### src/rtl/pac_pkg.sv
// rtl/pac_pkg.sv - shared direction, FSM state and scan-code constants for the sprite motion controller
package pac_pkg;

  localparam logic [1:0] DIR_UP    = 2'b00;
  localparam logic [1:0] DIR_DOWN  = 2'b01;
  localparam logic [1:0] DIR_LEFT  = 2'b10;
  localparam logic [1:0] DIR_RIGHT = 2'b11;

  // ST_GAP drops probe_req for one cycle between a failed turn probe and the forward probe
  typedef enum logic [2:0] {
    ST_IDLE = 3'd0,
    ST_TURN = 3'd1,
    ST_GAP  = 3'd2,
    ST_FWD  = 3'd3,
    ST_MOVE = 3'd4
  } state_e;

  localparam logic [4:0] KEY_LEFT  = 5'h0C;
  localparam logic [4:0] KEY_RIGHT = 5'h0E;
  localparam logic [4:0] KEY_DOWN  = 5'h09;
  localparam logic [4:0] KEY_UP    = 5'h11;

  localparam logic [7:0] PS2_LEFT  = 8'h6B;
  localparam logic [7:0] PS2_RIGHT = 8'h74;
  localparam logic [7:0] PS2_UP    = 8'h75;
  localparam logic [7:0] PS2_DOWN  = 8'h72;

endpackage

### src/rtl/pac_dir_decode.sv
// rtl/pac_dir_decode.sv - rising-edge capture of keypad/PS/2 codes mapped to a heading, PS/2 first
module pac_dir_decode
  import pac_pkg::*;
(
  input  logic       clk,
  input  logic       rst,
  input  logic [4:0] key_code,
  input  logic       key_ready,
  input  logic [7:0] ps2_code,
  input  logic       ps2_ready,
  output logic       dir_valid,
  output logic [1:0] dir_code
);

  logic       key_ready_q, key_ready_d;
  logic       ps2_ready_q, ps2_ready_d;
  logic       key_known, ps2_known;
  logic       key_hit, ps2_hit;
  logic [1:0] key_dir, ps2_dir;

  always_ff @(posedge clk) begin
    if (rst) begin
      key_ready_q <= 1'b0;
      ps2_ready_q <= 1'b0;
    end else begin
      key_ready_q <= key_ready_d;
      ps2_ready_q <= ps2_ready_d;
    end
  end

  always_comb begin
    key_ready_d = key_ready;
    ps2_ready_d = ps2_ready;

    key_known = 1'b1;
    key_dir   = DIR_UP;
    case (key_code)
      KEY_LEFT:  key_dir = DIR_LEFT;
      KEY_RIGHT: key_dir = DIR_RIGHT;
      KEY_DOWN:  key_dir = DIR_DOWN;
      KEY_UP:    key_dir = DIR_UP;
      default:   key_known = 1'b0;
    endcase

    ps2_known = 1'b1;
    ps2_dir   = DIR_UP;
    case (ps2_code)
      PS2_LEFT:  ps2_dir = DIR_LEFT;
      PS2_RIGHT: ps2_dir = DIR_RIGHT;
      PS2_UP:    ps2_dir = DIR_UP;
      PS2_DOWN:  ps2_dir = DIR_DOWN;
      default:   ps2_known = 1'b0;
    endcase

    // an unrecognised PS/2 code on the same edge does not mask a valid keypad code
    key_hit   = key_known && key_ready && !key_ready_q;
    ps2_hit   = ps2_known && ps2_ready && !ps2_ready_q;
    dir_valid = key_hit || ps2_hit;
    dir_code  = ps2_hit ? ps2_dir : key_dir;
  end

endmodule

### src/rtl/pac_motion_ctrl.sv
// rtl/pac_motion_ctrl.sv - tick-paced sprite mover with wall-probe handshake; PAC_TUNNEL_WRAP_EN wraps x at the bounds
module pac_motion_ctrl
  import pac_pkg::*;
#(
  parameter int X_W      = 10,
  parameter int Y_W      = 9,
  parameter int X_INIT   = 320,
  parameter int Y_INIT   = 146,
  parameter int X_MIN    = 0,
  parameter int X_MAX    = 639,
  parameter int Y_MIN    = 0,
  parameter int Y_MAX    = 479,
  parameter int STEP     = 1,
  parameter int TICK_DIV = 65536,
  parameter int PROBE_TO = 15
) (
  input  logic           clk,
  input  logic           rst,
  input  logic           enable,
  input  logic [4:0]     key_code,
  input  logic           key_ready,
  input  logic [7:0]     ps2_code,
  input  logic           ps2_ready,
  output logic           probe_req,
  output logic [X_W-1:0] probe_x,
  output logic [Y_W-1:0] probe_y,
  output logic [1:0]     probe_dir,
  input  logic           probe_ack,
  input  logic           probe_free,
  output logic [X_W-1:0] pos_x,
  output logic [Y_W-1:0] pos_y,
  output logic [1:0]     dir,
  output logic [1:0]     pending_dir,
  output logic           moving,
  output logic           step_pulse
);

  localparam int TC_W = $clog2(TICK_DIV);
  localparam int TO_W = $clog2(PROBE_TO + 1);
  localparam logic [TC_W-1:0] TC_LAST = TC_W'(TICK_DIV - 1);
  localparam logic [TO_W-1:0] TO_LOAD = TO_W'(PROBE_TO - 1);
  localparam logic [X_W:0]    X_LO_E  = (X_W+1)'(X_MIN + STEP);
  localparam logic [X_W:0]    X_HI_E  = (X_W+1)'(X_MAX);
  localparam logic [X_W:0]    X_STEP  = (X_W+1)'(STEP);
  localparam logic [Y_W:0]    Y_LO_E  = (Y_W+1)'(Y_MIN + STEP);
  localparam logic [Y_W:0]    Y_HI_E  = (Y_W+1)'(Y_MAX);
  localparam logic [Y_W:0]    Y_STEP  = (Y_W+1)'(STEP);
  localparam logic [X_W-1:0]  X_MIN_V = X_W'(X_MIN);
  localparam logic [X_W-1:0]  X_MAX_V = X_W'(X_MAX);
  localparam logic [Y_W-1:0]  Y_MIN_V = Y_W'(Y_MIN);
  localparam logic [Y_W-1:0]  Y_MAX_V = Y_W'(Y_MAX);

  state_e          state_q, state_d;
  logic [TC_W-1:0] tick_cnt_q, tick_cnt_d;
  logic            tick_pend_q, tick_pend_d;
  logic [TO_W-1:0] to_cnt_q, to_cnt_d;
  logic [X_W-1:0]  pos_x_q, pos_x_d;
  logic [Y_W-1:0]  pos_y_q, pos_y_d;
  logic [1:0]      dir_q, dir_d;
  logic [1:0]      pending_dir_q, pending_dir_d;
  logic [1:0]      probe_dir_q, probe_dir_d;
  logic            moving_q, moving_d;
  logic            step_pulse_q, step_pulse_d;

  logic            dec_valid;
  logic [1:0]      dec_dir;
  logic            tick, consume, probing, probe_timeout;
  logic [X_W:0]    x_ext, x_up;
  logic [Y_W:0]    y_ext, y_up;

  pac_dir_decode u_dir_decode (
    .clk       (clk),
    .rst       (rst),
    .key_code  (key_code),
    .key_ready (key_ready),
    .ps2_code  (ps2_code),
    .ps2_ready (ps2_ready),
    .dir_valid (dec_valid),
    .dir_code  (dec_dir)
  );

  always_ff @(posedge clk) begin
    if (rst) begin
      state_q       <= ST_IDLE;
      tick_cnt_q    <= '0;
      tick_pend_q   <= 1'b0;
      to_cnt_q      <= '0;
      pos_x_q       <= X_W'(X_INIT);
      pos_y_q       <= Y_W'(Y_INIT);
      dir_q         <= DIR_UP;
      pending_dir_q <= DIR_UP;
      probe_dir_q   <= DIR_UP;
      moving_q      <= 1'b0;
      step_pulse_q  <= 1'b0;
    end else begin
      state_q       <= state_d;
      tick_cnt_q    <= tick_cnt_d;
      tick_pend_q   <= tick_pend_d;
      to_cnt_q      <= to_cnt_d;
      pos_x_q       <= pos_x_d;
      pos_y_q       <= pos_y_d;
      dir_q         <= dir_d;
      pending_dir_q <= pending_dir_d;
      probe_dir_q   <= probe_dir_d;
      moving_q      <= moving_d;
      step_pulse_q  <= step_pulse_d;
    end
  end

  assign probe_timeout = (to_cnt_q == '0);

  always_comb begin
    state_d = state_q;
    if (enable) begin
      case (state_q)
        ST_IDLE: if (tick_pend_q) state_d = (pending_dir_q != dir_q) ? ST_TURN : ST_FWD;
        ST_TURN: begin
          if (probe_ack)          state_d = probe_free ? ST_MOVE : ST_GAP;
          else if (probe_timeout) state_d = ST_GAP;
        end
        ST_GAP:  state_d = ST_FWD;
        ST_FWD: begin
          if (probe_ack)          state_d = probe_free ? ST_MOVE : ST_IDLE;
          else if (probe_timeout) state_d = ST_IDLE;
        end
        ST_MOVE: state_d = ST_IDLE;
        default: state_d = ST_IDLE;
      endcase
    end
  end

  always_comb begin
    probing = (state_q == ST_TURN) || (state_q == ST_FWD);
    tick    = enable && (tick_cnt_q == TC_LAST);
    consume = enable && (state_q == ST_IDLE) && tick_pend_q;

    tick_cnt_d = tick_cnt_q;
    if (enable) tick_cnt_d = tick ? '0 : tick_cnt_q + 1'b1;
    tick_pend_d   = (tick_pend_q && !consume) || (tick && !tick_pend_q);
    pending_dir_d = dec_valid ? dec_dir : pending_dir_q;

    to_cnt_d = to_cnt_q;
    if (enable) begin
      if ((state_d == ST_TURN || state_d == ST_FWD) && state_d != state_q) to_cnt_d = TO_LOAD;
      else if (probing && !probe_timeout) to_cnt_d = to_cnt_q - 1'b1;
    end

    // probe_dir is latched so a new request mid-probe cannot disturb the handshake
    probe_dir_d = probe_dir_q;
    if (consume) probe_dir_d = pending_dir_q;
    else if (enable && state_q == ST_GAP) probe_dir_d = dir_q;

    dir_d = dir_q;
    if (enable && state_q == ST_TURN && state_d == ST_MOVE) dir_d = probe_dir_q;

    moving_d = moving_q;
    if (enable && state_q == ST_MOVE) moving_d = 1'b1;
    else if (enable && state_q == ST_FWD && state_d == ST_IDLE) moving_d = 1'b0;

    step_pulse_d = enable && (state_q == ST_MOVE);

    x_ext   = {1'b0, pos_x_q};
    y_ext   = {1'b0, pos_y_q};
    x_up    = x_ext + X_STEP;
    y_up    = y_ext + Y_STEP;
    pos_x_d = pos_x_q;
    pos_y_d = pos_y_q;
    if (enable && state_q == ST_MOVE) begin
      case (dir_q)
        DIR_UP:    pos_y_d = (y_ext < Y_LO_E) ? Y_MIN_V : pos_y_q - Y_W'(STEP);
        DIR_DOWN:  pos_y_d = (y_up > Y_HI_E) ? Y_MAX_V : y_up[Y_W-1:0];
`ifdef PAC_TUNNEL_WRAP_EN
        DIR_LEFT:  pos_x_d = (x_ext < X_LO_E) ? X_MAX_V : pos_x_q - X_W'(STEP);
        DIR_RIGHT: pos_x_d = (x_up > X_HI_E) ? X_MIN_V : x_up[X_W-1:0];
`else
        DIR_LEFT:  pos_x_d = (x_ext < X_LO_E) ? X_MIN_V : pos_x_q - X_W'(STEP);
        DIR_RIGHT: pos_x_d = (x_up > X_HI_E) ? X_MAX_V : x_up[X_W-1:0];
`endif
        default:   pos_x_d = pos_x_q;
      endcase
    end

    probe_req   = probing;
    probe_x     = pos_x_q;
    probe_y     = pos_y_q;
    probe_dir   = probe_dir_q;
    pos_x       = pos_x_q;
    pos_y       = pos_y_q;
    dir         = dir_q;
    pending_dir = pending_dir_q;
    moving      = moving_q;
    step_pulse  = step_pulse_q;
  end

endmodule

### config.mk
export PLATFORM = sky130hd
export DESIGN_NAME = pac_motion_ctrl
export DESIGN_NICKNAME = d
export VERILOG_FILES = /design/src/rtl/pac_pkg.sv /design/src/rtl/pac_dir_decode.sv /design/src/rtl/pac_motion_ctrl.sv
export SDC_FILE = /design/constraint.sdc
export NUM_CORES = 1
export LEC_CHECK = 0
export ABC_AREA = 0
export BUFFER_PORTS_ARGS = -buffer_cell sky130_fd_sc_hd__buf_2
export CAP_MARGIN = 20
export CORE_ASPECT_RATIO = 1.25
export CORE_UTILIZATION = 61
export DETAILED_ROUTE_END_ITERATION = 7
export PLACE_DENSITY = 0.95
export SYNTH_ARGS = -nofsm -noshare
export SYNTH_HDL_FRONTEND = slang
export SYNTH_HIERARCHICAL = 1
export SYNTH_SLANG_ARGS = --single-unit
### constraint.sdc
create_clock -name clk -period 5.5 [get_ports clk]
set_clock_uncertainty 0.1 [all_clocks]
set_input_delay 0.275 -clock clk [delete_from_list [all_inputs] [get_ports clk]]
set_output_delay 0.275 -clock clk [all_outputs]
set_load 0.01 [all_outputs]
==> metrics.md <==
| Metric | Value |
|---|---|
| Status | `completed` |
| Overflow after GRT | `0` |
| Storage cell area | `0.00106 mm2` |
| Register area share after synthesis | `27.6%` |
| Fin crit period | `2.64 ns` |
| Gr usage total | `27.2%` |
| Initial antenna violation count | `0` |
| Crit-path cells | `ha_1 > nand3_1 > xor2_1 > a2111oi_1 > o211ai_1 > a221oi_1` |
| Multi-input logic area | `0.00242 mm2` |
| CP Max Fanout | `14` |
| Yosys warning count | `6` |
| Detailed placement HPWL | `6360 um` |
| Hold Buf Count CTS | `0` |
| Io pins | `67` |
| Most frequent cells after synthesis | `dfxtp_1 (53), nor2_1 (52), nand2_1 (33), a21oi_1 (27), o21ai_0 (27)` |
| Top cells by area in the synthesized netlist | `dfxtp_1 (28%), nor2_1 (5.1%), buf_4 (4.3%)` |
| Drc violations | `0` |
| CTS tree | `yes` |
| First-pass GRT wire length | `14600 um` |
| Port buffer count | `66` |
| DRT iter0 DRCs | `222` |
| VDD IR max | `0.000130 V` |
| Total number of vias | `3741` |
| WP data arrival | `2.77 ns` |
| Setup Viol. Count Final | `0` |
| Max Cap Viol | `0` |
| Clock Latency Late Sink | `0.32 ns` |
| Clock tree buffer depth | `2` |
| Flop2flop setup slack | `2.86 ns` |
| Post-CTS sizing | `0` |
| Startpoint types | `flip-flop` |
| Critical Path End | `pos_x[4]` |
| Die area | `0.00664 mm2` |
| Dpl cell area | `0.00399 mm2` |
| Die Height | `90.8 um` |
| Top_reg_cell synth | `dfxtp_1` |
| Hold slack | `0.0852 ns` |
| #FFs+latches synth | `53` |
| Area fraction of the dominant cell type after synthesis | `27.6%` |
| WL final | `9090 um` |
| Fraction of registers with async set/reset | `0%` |
| RSZ-0062 raised after global routing | `no` |
| Crit-path slowest cell | `dfxtp_1` |
| CTS Buf Count | `5` |
| Largest stage delay, worst path | `0.58 ns` |
| Fill cells | `493` |
| WL per Instance | `15.2 um` |
| DRT antenna net count | `0` |
| Final instance area | `0.00409 mm2` |
| Largest area contributor in the netlist | `dfxtp_1` |
| Worst setup path startpoint | `pos_x[1]` |
| Worst Path Required | `5.62 ns` |
| Drt pass-1 iters | `5` |
| Routability cong. | `0.903` |
| Reg clk slew, reported paths | `0.10 ns` |
| Root Buffer | `clkbuf_8` |
| Core ar. | `0.00613 mm2` |
| Worst r2r dst | `pos_x[4]` |
| R2R depth | `6` |
| Post-synth EDFFs | `0` |
| Largest net degree at the start of global routing | `38` |
| Synth Net Count | `520` |
| Leak pwr | `1.55 nW` |
| Most common cell in the netlist | `dfxtp_1` |
| Starting Density | `62.9%` |
| Area Overhead vs Synth | `6.08%` |
| Layout cells sized above 1 | `17.5%` |
| Diode count | `0` |
| DR vias/cell | `6.26` |
| Syn Inst Count | `493` |
| Worst hold-check path type | `in -> reg` |
| Placed insts | `590` |
| Relative slew margins | `43.9%` |
| CP endpoint kind | `flip-flop` |
| Reg2reg start | `pos_x[1]` |
| Post-Syn Area | `0.00385 mm2` |
| Row Count | `32` |
| H-tree Lvls | `2` |
| Post-CTS Setup Inserts | `0` |
| Nets | `539` |
| Syn_area_per_cell | `7.81 um2` |
| Non-filler instance count after layout | `598` |
| FMAX | `378 MHz` |
| Kind of critical path | `reg -> reg` |
| Clk sinks | `53` |
| Pwr Density | `160 mW/mm2` |
| Final Max Tran Viols | `0` |
| Vias in the first global route | `3316` |
| Hold Violations, Final | `0` |
| Slew @ Worst Pin | `0.840 ns` |
| Yosys cell types | `77` |
| Part of the cycle the worst path needs | `48.1%` |
| Die width | `73.1 um` |
| Setup TNS | `0 ns` |
[state kept, by name, indices dropped and copies added, names as in the netlist]
| name | count |
|---|---|
| pos_x | 10 |
| to_cnt_q | 4 |
| pending_dir | 2 |
| u_dir_decode/key_ready_q | 1 |
| u_dir_decode/ps2_ready_q | 1 |
| tick_pend_q | 1 |
| tick_cnt_q | 16 |
| dir | 2 |
| state_q | 3 |
| pos_y | 9 |
| moving | 1 |
| probe_dir | 2 |
| step_pulse | 1 |
[per-stage QoR]
step | utilization (%) | worst slack [ns] | power [mW]
after floorplan | - | 3.36 | 0.415
after global placement | 65.1 | 3.07 | 0.427
after detailed placement | 65.1 | 2.93 | 0.428
after CTS | 66.7 | 2.91 | 0.657
after global routing | 66.7 | 2.68 | 0.676
final | 66.7 | 2.86 | 0.652
[layout by cell type (no fill, tap or decap), types with 3 or more instances in the layout]
| cell | n |
|---|---|
| nor3_1 | 12 |
| o2111ai_1 | 3 |
| o21ai_0 | 27 |
| o211ai_1 | 4 |
| mux2i_1 | 9 |
| nand3_1 | 19 |
| and3_1 | 8 |
| buf_2 | 66 |
| a211oi_1 | 5 |
| a21oi_1 | 27 |
| nand4_1 | 14 |
| nand2_1 | 33 |
| or3_1 | 3 |
| o41ai_1 | 4 |
| clkbuf_8 | 5 |
| nand2b_1 | 10 |
| a21o_1 | 5 |
| a21boi_0 | 3 |
| inv_1 | 18 |
| nor4_1 | 5 |
| nor2b_1 | 5 |
| nand3b_1 | 4 |
| xor2_1 | 15 |
| o31a_1 | 3 |
| ha_1 | 7 |
| nor3b_1 | 4 |
| and3b_1 | 3 |
| dfxtp_1 | 53 |
| o31ai_1 | 7 |
| a31oi_1 | 8 |
| o22ai_1 | 3 |
| and2_1 | 3 |
| nor2_1 | 52 |
| o32ai_1 | 3 |
| xnor2_1 | 10 |
[worst min path at each step]
stage	from	endpoint	slack, ns	cells after the start
3_3_place_gp	to_cnt_q[0]	to_cnt_q[0]	0.36	2
4_1_cts	key_ready	u_dir_decode/key_ready_q	0.08	2
6_report	key_ready	u_dir_decode/key_ready_q	0.09	2
3_5_place_dp	moving	moving	0.38	2
2_1_floorplan	rst	u_dir_decode/ps2_ready_q	0.24	1
5_1_grt	key_ready	u_dir_decode/key_ready_q	0.10	2
[per-layer routing]
metal	part of all wire (%)	track usage [%]	wire, um
met5	0	0	0
met4	2.8	12.6	255
met3	5.5	4.02	501
met2	51	46.5	4640
met1	41	32.5	3680
[power breakdown]
part           switching [mW]  total (mW)  internal (mW)
registers             0.00140       0.387          0.385
clock network           0.139       0.232         0.0928
logic                  0.0202      0.0332         0.0131
total                   0.161       0.652          0.491
[cells by family after synthesis]
logic type	Yosys count	synth area share, %
DFF	53	27.6
and+or+nand+nor	194	27.7
adders and majority gates	7	2.27
muxes	11	2.92
AOI/OAI and AO/OA	131	24.4
buffers and inverters	72	9.49
xor gates and xnor gates	25	5.69
[layout make-up]
class / count / area share, %
clock buffers: 5 / 1.68
clock inverters: 3 / 0.643
inverters: 18 / 1.65
multi-input cells: 368 / 59.4
flip-flops and latches: 53 / 26.0
well taps: 85 / 2.60
repair buffers: 66 / 8.09
[worst max-delay path, delay by kind of cell (launching register included)]
kind	cells	cell delay (ns)
and+or+nand+nor	1	0.22
AOI/OAI and AO/OA	3	1.01
DFF	1	0.58
xor gates and xnor gates	1	0.20
adders and majority gates	1	0.44
No activity file was read; power rests on OpenSTA's default activity.
